--- config.mk ---
export PLATFORM = sky130hd
export DESIGN_NAME = multi_port_mem_ctrl_flat
export DESIGN_NICKNAME = d
export VERILOG_FILES = /design/src/rtl/multi_port_mem_ctrl_if.sv /design/src/rtl/multi_port_mem_ctrl.sv /design/src/flat_wrapper.sv
export SDC_FILE = /design/constraint.sdc
export NUM_CORES = 1
export LEC_CHECK = 0
export BUFFER_PORTS_ARGS = -buffer_cell sky130_fd_sc_hd__buf_2
export CAP_MARGIN = 15
export CORE_MARGIN = 1
export CORE_UTILIZATION = 51
export DETAILED_ROUTE_END_ITERATION = 6
export GPL_ROUTABILITY_DRIVEN = 0
export PLACE_DENSITY = 0.86
export RECOVER_POWER = 25
export SYNTH_ARGS = -nofsm -noshare
export SYNTH_HDL_FRONTEND = slang
export SYNTH_SLANG_ARGS = --single-unit
--- constraint.sdc ---
create_clock -name clk_in -period 3.2 [get_ports clk_in]
set_input_delay 0.64 -clock clk_in [delete_from_list [all_inputs] [get_ports clk_in]]
set_output_delay 0.64 -clock clk_in [all_outputs]
set_load 0.01 [all_outputs]
--- src/rtl/multi_port_mem_ctrl_if.sv ---
// rtl/multi_port_mem_ctrl_if.sv - request/response and byte-RAM bus bundle for multi_port_mem_ctrl
//
// Purpose: groups every non-clock/reset signal of multi_port_mem_ctrl.
// Ports (slave = controller view):
//   rdy_in, io_buffer_full          global enable / UART buffer full
//   mem_din / mem_dout, mem_a, mem_wr   byte-wide RAM port
//   req_valid, req_addr, req_wdata, req_wr, req_size, req_signed, flush_in
//                                   per-channel requests (packed, channel k at slice k)
//   req_ready, resp_valid           one-hot grant / completion pulse
//   resp_data                       shared load result
interface multi_port_mem_ctrl_if #(
    parameter int NUM_CH = 2
);
    logic                  rdy_in;
    logic [7:0]            mem_din;
    logic [7:0]            mem_dout;
    logic [31:0]           mem_a;
    logic                  mem_wr;
    logic                  io_buffer_full;
    logic [NUM_CH-1:0]     req_valid;
    logic [32*NUM_CH-1:0]  req_addr;
    logic [32*NUM_CH-1:0]  req_wdata;
    logic [NUM_CH-1:0]     req_wr;
    logic [2*NUM_CH-1:0]   req_size;
    logic [NUM_CH-1:0]     req_signed;
    logic [NUM_CH-1:0]     flush_in;
    logic [NUM_CH-1:0]     req_ready;
    logic [NUM_CH-1:0]     resp_valid;
    logic [31:0]           resp_data;

    modport slave (
        input  rdy_in, mem_din, io_buffer_full, req_valid, req_addr, req_wdata,
               req_wr, req_size, req_signed, flush_in,
        output mem_dout, mem_a, mem_wr, req_ready, resp_valid, resp_data
    );

    modport master (
        output rdy_in, mem_din, io_buffer_full, req_valid, req_addr, req_wdata,
               req_wr, req_size, req_signed, flush_in,
        input  mem_dout, mem_a, mem_wr, req_ready, resp_valid, resp_data
    );
endinterface

--- src/rtl/multi_port_mem_ctrl.sv ---
// rtl/multi_port_mem_ctrl.sv - round-robin multi-channel byte-serial memory controller
//
// Purpose: arbitrates NUM_CH load/store requesters onto a byte-wide synchronous
// RAM, serialising 1/2/4-byte accesses and returning zero/sign-extended loads.
// Ports:
//   clk_in    system clock
//   rst_n_in  asynchronous active-low reset
//   bus       multi_port_mem_ctrl_if.slave (RAM port, request/response channels)
// Optional feature: define MPMC_IO_STALL_EN to make stores into the I/O region
// (addr[17:16] == IO_HI) wait in STALL while io_buffer_full is high.
module multi_port_mem_ctrl #(
    parameter int         NUM_CH = 2,
    parameter logic [1:0] IO_HI  = 2'b11
) (
    input  logic                  clk_in,
    input  logic                  rst_n_in,
    multi_port_mem_ctrl_if.slave  bus
);
    localparam int CW  = $clog2(NUM_CH);
    localparam int CW1 = CW + 1;

    localparam logic [2:0] S_IDLE  = 3'd0;
    localparam logic [2:0] S_XFER  = 3'd1;
    localparam logic [2:0] S_LAST  = 3'd2;
    localparam logic [2:0] S_STALL = 3'd3;
    localparam logic [2:0] S_RESP  = 3'd4;

    logic [2:0]    state_q, state_d;
    logic [CW-1:0] rr_q, rr_d, ch_q, ch_d;
    logic [31:0]   addr_q, addr_d, wdata_q, wdata_d, rdata_q, rdata_d;
    logic          wr_q, wr_d, sgn_q, sgn_d;
    logic [1:0]    size_q, size_d, cnt_q, cnt_d;

    // Round-robin search starting at rr_q; a channel being flushed is never eligible.
    logic [NUM_CH-1:0] elig, grant;
    logic [CW-1:0]     win;
    logic [CW:0]       pick;
    logic              found;

    always_comb begin
        elig  = bus.req_valid & ~bus.flush_in;
        grant = '0;
        win   = '0;
        found = 1'b0;
        pick  = '0;
        for (int k = 0; k < NUM_CH; k++) begin
            pick = {1'b0, rr_q} + CW1'(k);
            if (pick >= CW1'(NUM_CH)) pick = pick - CW1'(NUM_CH);
            if (!found && elig[pick[CW-1:0]]) begin
                found = 1'b1;
                win   = pick[CW-1:0];
            end
        end
        if (found) grant[win] = 1'b1;
    end

    logic [31:0] sel_addr, sel_wdata;
    logic [1:0]  sel_size;
    logic        sel_wr, sel_sgn;
    assign sel_addr  = bus.req_addr[32*win +: 32];
    assign sel_wdata = bus.req_wdata[32*win +: 32];
    assign sel_size  = bus.req_size[2*win +: 2];
    assign sel_wr    = bus.req_wr[win];
    assign sel_sgn   = bus.req_signed[win];

    logic [1:0] last_idx;
    assign last_idx = (size_q == 2'b00) ? 2'd0 : (size_q == 2'b01) ? 2'd1 : 2'd3;

    // Only loads can be aborted; a store already on the bus runs to completion.
    logic flush_cur;
    assign flush_cur = bus.flush_in[ch_q] && !wr_q;

    // stall_new: decision for the first byte (taken in IDLE from the live request);
    // stall_cur: decision before each following byte.
    logic stall_new, stall_cur;
`ifdef MPMC_IO_STALL_EN
    assign stall_new = sel_wr && (sel_addr[17:16] == IO_HI) && bus.io_buffer_full;
    assign stall_cur = wr_q && (addr_q[17:16] == IO_HI) && bus.io_buffer_full;
`else
    logic unused_io_hi;
    assign stall_new    = 1'b0;
    assign stall_cur    = 1'b0;
    assign unused_io_hi = (IO_HI == 2'b00);
`endif

    always_comb begin
        state_d = state_q;
        rr_d    = rr_q;
        ch_d    = ch_q;
        addr_d  = addr_q;
        wdata_d = wdata_q;
        rdata_d = rdata_q;
        wr_d    = wr_q;
        sgn_d   = sgn_q;
        size_d  = size_q;
        cnt_d   = cnt_q;
        if (bus.rdy_in) begin
            case (state_q)
                S_IDLE: begin
                    if (found) begin
                        ch_d    = win;
                        rr_d    = (win == CW'(NUM_CH - 1)) ? '0 : win + 1'b1;
                        addr_d  = sel_addr;
                        wdata_d = sel_wdata;
                        wr_d    = sel_wr;
                        sgn_d   = sel_sgn;
                        size_d  = sel_size;
                        cnt_d   = 2'd0;
                        rdata_d = '0;
                        state_d = stall_new ? S_STALL : S_XFER;
                    end
                end
                S_XFER: begin
                    if (flush_cur) begin
                        state_d = S_IDLE;
                    end else begin
                        // RAM read data lags its address by one cycle.
                        if (!wr_q && cnt_q != 2'd0) rdata_d[8*(cnt_q - 2'd1) +: 8] = bus.mem_din;
                        if (cnt_q == last_idx) begin
                            state_d = wr_q ? S_RESP : S_LAST;
                        end else begin
                            cnt_d   = cnt_q + 2'd1;
                            state_d = stall_cur ? S_STALL : S_XFER;
                        end
                    end
                end
                S_LAST: begin
                    if (flush_cur) begin
                        state_d = S_IDLE;
                    end else begin
                        rdata_d[8*last_idx +: 8] = bus.mem_din;
                        state_d = S_RESP;
                    end
                end
                S_STALL: if (!bus.io_buffer_full) state_d = S_XFER;
                S_RESP:  state_d = S_IDLE;
                default: state_d = S_IDLE;
            endcase
        end
    end

    always_ff @(posedge clk_in or negedge rst_n_in) begin
        if (!rst_n_in) begin
            state_q <= S_IDLE;
            rr_q    <= '0;
            ch_q    <= '0;
            addr_q  <= '0;
            wdata_q <= '0;
            rdata_q <= '0;
            wr_q    <= 1'b0;
            sgn_q   <= 1'b0;
            size_q  <= 2'b00;
            cnt_q   <= 2'd0;
        end else begin
            state_q <= state_d;
            rr_q    <= rr_d;
            ch_q    <= ch_d;
            addr_q  <= addr_d;
            wdata_q <= wdata_d;
            rdata_q <= rdata_d;
            wr_q    <= wr_d;
            sgn_q   <= sgn_d;
            size_q  <= size_d;
            cnt_q   <= cnt_d;
        end
    end

    logic in_xfer, resp_fire;
    assign in_xfer   = (state_q == S_XFER);
    assign resp_fire = (state_q == S_RESP) && bus.rdy_in && rst_n_in && !flush_cur;

    // mem_a deliberately keeps its value while rdy_in is low so the RAM address is held.
    assign bus.mem_a      = in_xfer ? addr_q + {30'd0, cnt_q} : 32'd0;
    assign bus.mem_wr     = in_xfer && wr_q && bus.rdy_in;
    assign bus.mem_dout   = (in_xfer && wr_q) ? wdata_q[8*cnt_q +: 8] : 8'd0;
    assign bus.req_ready  = ((state_q == S_IDLE) && bus.rdy_in && rst_n_in) ? grant : '0;
    assign bus.resp_valid = resp_fire ? (NUM_CH'(1) << ch_q) : '0;

    logic [31:0] resp_ext;
    always_comb begin
        resp_ext = 32'd0;
        if (state_q == S_RESP && !wr_q) begin
            case (size_q)
                2'b00:   resp_ext = {{24{sgn_q & rdata_q[7]}}, rdata_q[7:0]};
                2'b01:   resp_ext = {{16{sgn_q & rdata_q[15]}}, rdata_q[15:0]};
                default: resp_ext = rdata_q;
            endcase
        end
    end
    assign bus.resp_data = resp_ext;
endmodule

--- src/flat_wrapper.sv ---
// flat-port wrapper written by rule: the top's interface ports become plain ports
module multi_port_mem_ctrl_flat 
#(
    parameter int         NUM_CH = 2,
    parameter logic [1:0] IO_HI  = 2'b11
)
  (clk_in, rst_n_in, bus_rdy_in, bus_mem_din, bus_io_buffer_full, bus_req_valid, bus_req_addr, bus_req_wdata, bus_req_wr, bus_req_size, bus_req_signed, bus_flush_in, bus_mem_dout, bus_mem_a, bus_mem_wr, bus_req_ready, bus_resp_valid, bus_resp_data);
  multi_port_mem_ctrl_if #(.NUM_CH(NUM_CH)) bus_i ();
  input  logic clk_in;
  input  logic rst_n_in;
  input wire logic [$bits(bus_i.rdy_in)-1:0] bus_rdy_in;
  input wire logic [$bits(bus_i.mem_din)-1:0] bus_mem_din;
  input wire logic [$bits(bus_i.io_buffer_full)-1:0] bus_io_buffer_full;
  input wire logic [$bits(bus_i.req_valid)-1:0] bus_req_valid;
  input wire logic [$bits(bus_i.req_addr)-1:0] bus_req_addr;
  input wire logic [$bits(bus_i.req_wdata)-1:0] bus_req_wdata;
  input wire logic [$bits(bus_i.req_wr)-1:0] bus_req_wr;
  input wire logic [$bits(bus_i.req_size)-1:0] bus_req_size;
  input wire logic [$bits(bus_i.req_signed)-1:0] bus_req_signed;
  input wire logic [$bits(bus_i.flush_in)-1:0] bus_flush_in;
  output wire logic [$bits(bus_i.mem_dout)-1:0] bus_mem_dout;
  output wire logic [$bits(bus_i.mem_a)-1:0] bus_mem_a;
  output wire logic [$bits(bus_i.mem_wr)-1:0] bus_mem_wr;
  output wire logic [$bits(bus_i.req_ready)-1:0] bus_req_ready;
  output wire logic [$bits(bus_i.resp_valid)-1:0] bus_resp_valid;
  output wire logic [$bits(bus_i.resp_data)-1:0] bus_resp_data;
  assign bus_i.rdy_in = bus_rdy_in;
  assign bus_i.mem_din = bus_mem_din;
  assign bus_i.io_buffer_full = bus_io_buffer_full;
  assign bus_i.req_valid = bus_req_valid;
  assign bus_i.req_addr = bus_req_addr;
  assign bus_i.req_wdata = bus_req_wdata;
  assign bus_i.req_wr = bus_req_wr;
  assign bus_i.req_size = bus_req_size;
  assign bus_i.req_signed = bus_req_signed;
  assign bus_i.flush_in = bus_flush_in;
  assign bus_mem_dout = bus_i.mem_dout;
  assign bus_mem_a = bus_i.mem_a;
  assign bus_mem_wr = bus_i.mem_wr;
  assign bus_req_ready = bus_i.req_ready;
  assign bus_resp_valid = bus_i.resp_valid;
  assign bus_resp_data = bus_i.resp_data;
  multi_port_mem_ctrl #(.NUM_CH(NUM_CH), .IO_HI(IO_HI)) u_core (.clk_in(clk_in), .rst_n_in(rst_n_in), .bus(bus_i));
endmodule
Yosys cells after proc, flatten, opt, wreduce, memory -nomap -nowiden

Cells that the tools add are included.

Add/sub/neg operators: 9
Magnitude comparators: 7
Equality and inequality tests: 12
Shift operators: 9
Muxes and demuxes: 46
Bitwise operators: 4
Reduce and logical (&&, ||, !) cells: 24

Operator list:

| cell                    | number |
|---|---|
| $mux 32                 | 6 |
| $shiftx 64x7->32        | 2 |
| $pmux 32 s3             | 1 |
| $shift 8x34->32 const A | 2 |
| $shiftx 8x34->32        | 2 |
| $bwmux 32               | 2 |
| $pmux 32 s2             | 1 |
| $neg 32->34             | 1 |
| $neg 5->34              | 1 |
| $add 32x2->32           | 1 |
| $shiftx 32x6->8         | 1 |
| $mux 1                  | 18 |
| $mux 3                  | 6 |
| $mux 2                  | 8 |
| $logic_and 1x1->1       | 12 |
| $pmux 3 s4              | 1 |
| $ne 2x2->1 const B      | 5 |
| $lt 1x2->1 const B      | 4 |
| $mux 8                  | 1 |
| $eq 3x2->1 const B      | 2 |
| $reduce_and 3->1        | 2 |
| $reduce_and 6->1        | 1 |
| $reduce_and 5->1        | 1 |
| $pmux 2 s2              | 1 |
| other kinds (24)        | 29 |

Bits in registers: 107
Input port bits: 152

Logic depth before layout (Yosys ltp)

Gate-level depths: netlist of run 1.

Depth after elaboration: 14
Mapped depth: 9
Gate-level depth less buffers: 7

Least setup slack after synthesis of run 1

No wires, ideal clock.

Kind: register -> register
Start point: register u_core.cnt_q[0]
End point: register u_core.rdata_q[16]
Arrival time: 2.533 ns
Slack: 0.600 ns
Stages on the path, launching flop included: 10
Buffers on the path: 2
Clock period less this slack: 2.600 ns
Cell sequence: dfrtp_1 > clkbuf_1 > buf_2 > inv_1 > ha_1 > or3_4 > a21oi_4 > nand3_2 > nor4_4 > a22o_1

Word-level cells in the longest chain between the ends: 7

Ends and longest elaborated chain:

| item                                                | RTL line                   | RTL |
|---|---|---|
| from (decl)                                         | multi_port_mem_ctrl.sv:32  | `logic [1:0] size_q, size_d, cnt_q, cnt_d;` |
| from (signal assigned)                              | multi_port_mem_ctrl.sv:164 | `cnt_q <= cnt_d;` |
| $sub 2x1->3                                         | multi_port_mem_ctrl.sv:118 | `if (!wr_q && cnt_q != 2'd0) rdata_d[8*(cnt_q - 2'd1) +: 8] = bus.mem_din;` |
| $neg 32->34                                         | multi_port_mem_ctrl.sv:118 |  |
| $shiftx 8x34->32 or $shift 8x34->32 (tied branches) | multi_port_mem_ctrl.sv:118 |  |
| $bwmux 32                                           | multi_port_mem_ctrl.sv:118 |  |
| $mux 32                                             | multi_port_mem_ctrl.sv:118 |  |
| $mux 32                                             | multi_port_mem_ctrl.sv:114 | `if (flush_cur) begin` |
| $pmux 32 s3                                         | multi_port_mem_ctrl.sv:98  | `case (state_q)` |
| to (signal assigned)                                | multi_port_mem_ctrl.sv:160 | `rdata_q <= rdata_d;` |
| to (decl)                                           | multi_port_mem_ctrl.sv:30  | `logic [31:0] addr_q, addr_d, wdata_q, wdata_d, rdata_q, rdata_d;` |

Parallel ways exist; a longest one is shown, timed or not. The select of a mux whose other input is x is not followed.
A chain may end at the register's enable or synchronous reset.

Worst setup path after layout of run 1

Start point: register u_core.addr_q[7]
End point: output port bus_mem_a[31]

Word-level cells in the longest chain between the ends: 2

Ends and longest elaborated chain:

| item                   | RTL line                   | RTL |
|---|---|---|
| from (decl)            | multi_port_mem_ctrl.sv:30  |  |
| from (signal assigned) | multi_port_mem_ctrl.sv:158 | `addr_q <= addr_d;` |
| $add 32x2->32          | multi_port_mem_ctrl.sv:173 | `assign bus.mem_a = in_xfer ? addr_q + {30'd0, cnt_q} : 32'd0;` |
| $mux 32                | multi_port_mem_ctrl.sv:173 |  |
| to (decl)              | flat_wrapper.sv:22         | `output wire logic [$bits(bus_i.mem_a)-1:0] bus_mem_a;` |

No other way between the ends.

==> metrics.yaml, run 1 <==
outcome: "completed"
drive_gt1_share_pct: 31.71
yosys-top-cells-count: "dfrtp_1, nand2_1, o21ai_0"
via_per_inst: 5.495
skew_ns: 0.007753
drc: 0
synth_seq_cells: 107
synth-main-ff-cell: "dfrtp_1"
grt_use_total_pct: 26.59
syn_area_um2: 6330
hpwl_um: 12650
timing.final.crit_share_pct: 94.06
antenna_found_initial: 2
post-route-min-period_ns: 3.010
rsz0062_at_grt: "no"
port_buffers: 228
num_vias: 5775
tns_ns: 0
die_h_um: 113.4
ys.warnings.count: 0
cts-root-buf: "clkbuf_16"
drt_iter0_drc: 374
async_flop_share_pct: 100.0
numCtsBuffers: 9
start_util_pct: 52.48
yosysTopAreaCellShare_pct: 42.30
area_growth_pct: 25.40
worstSetupPathType: "register to output pin"
grt_start_max_net_pins: 140
p_leak_nw: 4.215
chipWidth_um: 113.4
regToRegSetupSlack_ns: 0.46
yosysSeqAreaShare_pct: 42.30
dieArea_um2: 12860
row_count: 40
startpoint_type: "register"
grt_overflow_total: 0
setup_slack_ns: 0.1902
yosysUniqueCellTypes: 56
total_power_mw: 6.394
crit_arrival_ns: 2.37
grt_pass1_vias: 5436
routed_wl_um: 16570
pre_cts_ws_ns: 0.5075
drv_slew: 0
hold_violations: 0
clock_sinks: 107
critPathMaxFanout: 5
cts_buffer_depth: 2
holdCritPathClass: "primary input to asynchronous set/reset pin"
wl_per_cell_um: 15.77
critPathCaptureType: "output pin"
reg2regPathDepth: 5
synth_edf_count: 0
synth_top_cell_by_area: "dfrtp_1"
drv_cap: 0
first_pass_iters: 5
yosys-top-cells-area: "dfrtp_1, mux2i_1, o21ai_0, nand2_1, a22o_1"
required_ns: 2.56
syn_inst: 670
final_util_pct: 65.81
synth_nets: 831
syn_avg_cell_area_um2: 9.447
core_um2: 12060
cts_tree: "yes"
ant_nets: 0
htree_levels: 3
path_clk_slew_ns: 0.07
max_slew_margin_pct: 25.21
clkLatencyLatePin_ns: 0.33
antenna_cells: 0
peakVddDrop_mv: 0.3717
tightest_slew_ns: 1.122
synth.most_common_cell: "dfrtp_1"
power.density_nw_per_um2: 805.5
grt_pass1_wl_um: 26380
max_freq_mhz: 332.2
finalSetupViolCount: 0
io_pins: 229
num-nets-final: 1040
[area by class of cell]
class                      count  area, um2
multi-input combinational    498       3395
timing repair buffer         242       1267
inverter                      21      78.83
tap                          168      210.2
clock buffer                  11      232.7
fill                        1006       4124
sequential                   107       2678
clock inverter                 4      76.32
[repair_timing]
item	in CTS	in global routing
setup endpoints to repair	0	3
buffers inserted	0	0
hold buffers	0	0
hold endpoints to repair	0	0
resized for setup	0	1
[registers in the layout (all words and copies together) (netlist names)]
signal / cells
u_core.addr_q: 32
u_core.ch_q: 1
u_core.cnt_q: 2
u_core.rdata_q: 32
u_core.rr_q: 1
u_core.sgn_q: 1
u_core.size_q: 2
u_core.state_q: 3
u_core.wdata_q: 32
u_core.wr_q: 1
[final timing paths]
check / startpoint / end
setup / recovery: u_core.addr_q[7] / bus_mem_a[31]
hold / removal: rst_n_in / u_core.wdata_q[29]
setup reg to reg: u_core.state_q[0] / u_core.rdata_q[15]
hold reg to reg: u_core.wdata_q[10] / u_core.wdata_q[10]
max in group asynchronous: rst_n_in / u_core.rdata_q[31]
min in group clk_in: u_core.wdata_q[10] / u_core.wdata_q[10]
[worst max-delay path, cell delays in order, from the launching register on]
cell and delay (ns):
dfrtp_1 0.42, nand3_1 0.13, nor3_1 0.50, nand3_1 0.23, or4_1 0.43, a21oi_1 0.16, buf_2 0.17
[cells in the final DEF, fill, tap and decap left out, types with 3 or more instances in the layout]
cell type and count:
o21ai_0 81, ha_1 8, xnor2_1 3, o31ai_1 3, and2_1 12, nand2_1 92
nand3_1 14, buf_2 227, a21oi_1 30, dfrtp_1 107, mux4_2 8, clkbuf_16 9
clkbuf_1 3, a22o_1 32, nand2b_1 6, nor2_2 4, xor2_1 25, mux2i_1 73
buf_4 10, nand4_1 13, a32oi_1 4, inv_1 20, and3_1 15, nor3_1 4
or3_1 4, o22ai_1 3, nor2_1 32
[routing by layer]
metal  global-route usage (%)  part of all wire (%)  up-vias  wire length, um
met2                    45.73                    48      265             7919
met1                    33.43                    42     2663             7030
met5                        0                  0.18        -               29
met3                    4.942                   6.9       39             1148
li1                         -                     -     2804                -
met4                    10.18                   2.7        4              442
[per-stage QoR]
stage,instances,cell area [um2],hold WS (ns)
finish,1051,7938,0.3606
global placement,1036,7634,0.4567
detailed placement,1036,7634,0.4676
floorplan,670,6330,0.3444
CTS,1051,7943,0.1385
global route,1051,7938,0.4393
[report_power, final]
part	total [mW]	switching [mW]	internal, mW
clock	1.15	0.463	0.684
sequential	2.42	0.520	1.90
combinational	2.82	1.62	1.20
total	6.39	2.61	3.79
[logic make-up after synthesis]
logic type | synth area share, %
AOI/OAI and AO/OA | 16.49
xor gates and xnor gates | 3.874
adders and majority gates | 1.898
buffers and inverters | 4.269
DFF | 42.30
muxes | 14.75
and+or+nand+nor | 16.43
Note: power is estimated with default switching activity, not from simulation.
==> run 2: changes to the inputs <==
--- a/config.mk
+++ b/config.mk
@@ -5,8 +5,8 @@
 export SDC_FILE = /design/constraint.sdc
 export NUM_CORES = 1
 export LEC_CHECK = 0
-export BUFFER_PORTS_ARGS = -buffer_cell sky130_fd_sc_hd__buf_2
-export CAP_MARGIN = 15
+export BUFFER_PORTS_ARGS = -buffer_cell sky130_fd_sc_hd__buf_4
+export CAP_MARGIN = 20
 export CORE_MARGIN = 1
 export CORE_UTILIZATION = 51
 export DETAILED_ROUTE_END_ITERATION = 6
==> metrics.yaml, run 2 (synthesized netlist as in run 1, its figures left out) <==
routed_wl_um: 17220
critPathCaptureType: "output pin"
crit_top_cell: "nand3_1"
crit_slowest_cell: "nor3_1"
fill_cells: 933
swShare_pct: 40.54
worstReg2RegEnd: "u_core.rdata_q[17]"
p_leak_nw: 4.339
num-nets-final: 1042
grt_use_total_pct: 27.68
finalSetupViolCount: 0
switchingPower_mw: 2.669
numCtsBuffers: 9
reg2regPathDepth: 6
grt_start_max_net_pins: 140
outcome: "complete, but fails checks"
io_pins: 229
final_cell_mix: "buf_4, dfrtp_1, nand2_1"
post-route-min-period_ns: 3.058
dieArea_um2: 12860
worstSetupPathType: "register to output pin"
placedCellCount: 1037
path_clk_slew_ns: 0.07
power_frac_seq_pct: 36.4
clkLatencyLatePin_ns: 0.34
grt_pass1_wl_um: 27660
power.density_nw_per_um2: 774.6
area_growth_pct: 34.24
rr_startpoint: "u_core.state_q[1]"
drt_iter0_drc: 357
drive_gt1_share_pct: 31.86
core_um2: 12060
slowest_delay_ns: 0.55
max_freq_mhz: 327.0
comb_power_share_pct: 47.2
p_clk_share_pct: 16.4
die_h_um: 113.4
largestRegisters: "u_core.addr_q: 32 flops, u_core.rdata_q: 32 flops, u_core.wdata_q: 32 flops"
fin_cells: 1053
max_slew_margin_pct: -26.59
critPathMaxFanout: 5
cts_buffer_depth: 2
crit_arrival_ns: 2.42
drv_slew: 37
via_per_inst: 5.535
layout_commonest_cell: "buf_4"
drv_cap: 1
port_buffers: 228
skew_ns: 0.01057
timing.final.crit_share_pct: 95.56
htree_levels: 3
row_count: 40
cts_setup_buffers: 0
hold_violations: 0
ant_nets: 0
cts_tree: "yes"
start_util_pct: 52.48
antenna_cells: 0
peakVddDrop_mv: 0.3643
hpwl_um: 13210
startpoint_type: "register"
worstPathCellList: "nand3_1, nor3_1, nand3_1, or4_1, a21oi_1, buf_4"
failed_checks: "capacitance limit, slew limit"
holdCritPathClass: "primary input to asynchronous set/reset pin"
grt_pass1_vias: 5545
tns_ns: 0
holdWs_ns: 0.2046
total_power_mw: 6.582
tightest_slew_ns: 1.899
drc: 0
multi_input_area_um2: 3395
first_pass_iters: 5
cts-root-buf: "clkbuf_16"
power.internal_mw: 3.913
required_ns: 2.56
cp_top_family: "simple AND/OR/NAND/NOR gates"
path_buf_inv: 1
clock_sinks: 107
num_vias: 5828
wl_per_cell_um: 16.35
chipWidth_um: 113.4
grt_overflow_total: 0
rsz0062_at_grt: "no"
seqCellArea_um2: 2678
cts_hold_buf: 0
antenna_found_initial: 0
regToRegSetupSlack_ns: 0.59
==> run 2: changes by cell type in the layout (fill, tap and decap cells not counted) <==
cell / delta
buf_2: -227
buf_4: +230
bufinv_16: -1
clkbuf_4: -1
clkinv_4: -1
clkinvlp_4: +2
==> run 2: area by class of cell <==
class                   instances  share of cell area (%)
multi-input cells             498                   39.95
flip-flops and latches        107                   31.51
repair buffers                244                   21.78
clock buffers                  11                   2.739
well taps                     168                   2.474
inverters                      21                  0.9277
clock inverters                 4                  0.6185
==> run 2: power groups by stage <==
stage	Clock, mW	Combinational [mW]	Sequential, mW
finish	1.08	3.11	2.39
global route	1.16	3.41	2.46
CTS	1.10	3.12	2.38
detailed placement	0	3.10	2.40
global placement	0	3.02	2.36
floorplan	0	2.03	2.24
==> run 2: repair_timing <==
| action | 4_1_cts | 5_1_grt |
|---|---|---|
| setup endpoints to repair | 0 | 3 |
| endpoints found under the hold margin | 0 | 0 |
| resized for setup | 0 | 1 |
==> run 2: layer usage <==
layer  vias up  wire (um)  track usage, %
met2       241       8557           46.95
met4         0        249           8.509
met3        18       1198           5.101
met1      2757       7215           36.24
li1       2812          -               -
met5         -          0               0
==> run 2: how the worst max path moves through the flow <==
stage / from / end / slack (ns) / depth (start not counted)
global route: u_core.addr_q[7] / bus_mem_a[31] / 0.01 / 6
floorplan: u_core.cnt_q[0] / u_core.rdata_q[16] / 0.60 / 9
detailed placement: u_core.addr_q[0] / bus_mem_a[30] / 0.49 / 7
finish: u_core.addr_q[7] / bus_mem_a[31] / 0.14 / 6
global placement: u_core.cnt_q[0] / bus_mem_a[30] / 0.56 / 7
CTS: u_core.addr_q[0] / bus_mem_a[30] / 0.13 / 7
==> run 2: per-stage QoR <==
step	area [um2]	worst slack, ns	util [%]
6_report	8497	0.1422	70.45
5_1_grt	8497	0.01426	70.45
4_1_cts	8494	0.1253	70.43
3_5_place_dp	8209	0.4928	68.06
3_3_place_gp	8209	0.5621	68.06
2_1_floorplan	6330	0.5996	-
==> run 3: changes to the inputs <==
--- a/config.mk
+++ b/config.mk
@@ -11,6 +11,7 @@
 export CORE_UTILIZATION = 51
 export DETAILED_ROUTE_END_ITERATION = 6
 export GPL_ROUTABILITY_DRIVEN = 0
+export GPL_TIMING_DRIVEN = 0
 export PLACE_DENSITY = 0.86
 export RECOVER_POWER = 25
 export SYNTH_ARGS = -nofsm -noshare
==> metrics.yaml, run 3 (synthesized netlist as in run 1, its figures left out) <==
grt_pass1_vias: 5793
io_pins: 229
ant_nets: 0
wl_met3_um: 1152
power.density_nw_per_um2: 783.1
grt_overflow_total: 0
place_area_um2: 8279
routed_wl_um: 18460
worstSetupPathType: "register to output pin"
first_pass_iters: 4
dr_wl_met2_um: 9115
drv_cap: 0
fin_cells: 1087
pre_cts_ws_ns: 0.1823
via_per_inst: 5.563
drt_iter0_drc: 304
tns_ns: 0
final_cell_mix: "buf_4, dfrtp_1, nand2_1"
chipWidth_um: 113.4
drc: 0
htree_levels: 3
cts_tree: "yes"
num-nets-final: 1075
num_vias: 6047
cts-root-buf: "clkbuf_16"
required_ns: 2.56
core_um2: 12060
antenna_cells: 0
drv_slew: 0
wl_per_cell_um: 16.99
max_slew_margin_pct: 55.45
fin_area_um2: 8677
numCtsBuffers: 9
grt_start_max_net_pins: 77
total_power_mw: 6.795
critPathMaxFanout: 9
clkLatencyLatePin_ns: 0.35
layout_commonest_cell: "buf_4"
top_layer: "met4"
largestRegisters: "u_core.addr_q: 32 flops, u_core.rdata_q: 32 flops, u_core.wdata_q: 32 flops"
finalSetupViolCount: 0
area_growth_pct: 37.08
peakVddDrop_mv: 0.3565
crit_arrival_ns: 2.49
start_util_pct: 52.48
hold_violations: 0
clock_sinks: 107
row_count: 40
path_clk_slew_ns: 0.08
drive_gt1_share_pct: 31.77
wl_met1_um: 7850
holdCritPathClass: "primary input to asynchronous set/reset pin"
outcome: "completed"
port_buffers: 228
placedCellCount: 1067
tightest_slew_ns: 0.6671
post-route-min-period_ns: 3.128
p_leak_nw: 4.410
fill_cells: 925
startpoint_type: "register"
max_freq_mhz: 319.7
cts_buffer_depth: 2
grt_pass1_wl_um: 29550
skew_ns: 0.01251
setup_slack_ns: 0.07189
critPathCaptureType: "output pin"
hpwl_um: 14060
timing.final.crit_share_pct: 97.75
dieArea_um2: 12860
grt_use_total_pct: 29.72
die_h_um: 113.4
cts_hold_buf: 0
antenna_found_initial: 0
-- run 3: worst max-delay path, stage by stage (launching register included) --
cell and delay (ns):
dfrtp_2 0.41, ha_1 0.22, fa_2 0.27, and3_1 0.17
clkbuf_4 0.21, nand4b_1 0.16, or3_1 0.33, a21oi_1 0.21
buf_4 0.16
-- run 3: report_power, final --
part / switching (mW) / internal, mW / total [mW]
combinational: 1.75 / 1.42 / 3.17
sequential: 0.486 / 1.90 / 2.39
clock: 0.504 / 0.732 / 1.24
total: 2.74 / 4.05 / 6.79
-- run 3: layer usage --
metal  track usage, %  up-vias
met5                0        -
li1                 -     2865
met4            8.070        0
met2            49.69      251
met3            4.570       26
met1            40.58     2905
-- run 3: per-stage QoR --
| stage | utilization [%] | hold slack, ns |
|---|---|---|
| final | 71.94 | 0.2486 |
| after detailed placement | 68.64 | 0.4665 |
| after CTS | 71.58 | 0.2626 |
| after floorplan | - | 0.3444 |
| after global routing | 71.94 | 0.2884 |
| after global placement | 68.41 | 0.4558 |
-- run 3: final timing paths --
kind | slack [ns] | cells after the start | startpoint | end
worst max-delay path | 0.07 | 8 | u_core.cnt_q[0] | bus_mem_a[26]
worst min-delay path | 0.25 | 1 | rst_n_in | u_core.addr_q[7]
worst max register to register | 0.19 | 8 | u_core.cnt_q[1] | u_core.rdata_q[20]
worst min register to register | 0.48 | 2 | u_core.wdata_q[22] | u_core.wdata_q[22]
max in group asynchronous | 2.19 | 2 | rst_n_in | u_core.cnt_q[0]
min in group clk_in | 0.48 | 2 | u_core.wdata_q[22] | u_core.wdata_q[22]
-- run 3: layout make-up --
| class | count | area, um2 | share of cell area (%) |
|---|---|---|---|
| buffer | 44 | 200.2 | 2.307 |
| sequential | 107 | 2679 | 30.87 |
| clock inverter | 5 | 83.83 | 0.9661 |
| clock buffer | 11 | 252.7 | 2.913 |
| tap | 168 | 210.2 | 2.422 |
| inverter | 21 | 78.83 | 0.9084 |
| timing repair buffer | 233 | 1769 | 20.39 |
| multi-input combinational | 498 | 3403 | 39.22 |
-- run 3: repair_timing --
| action | CTS | global route |
|---|---|---|
| buffers inserted | 0 | 4 |
| setup endpoints to repair | 9 | 22 |
| gates cloned | 0 | 0 |
| gates resized for setup | 4 | 5 |
| pin swaps | 0 | 1 |
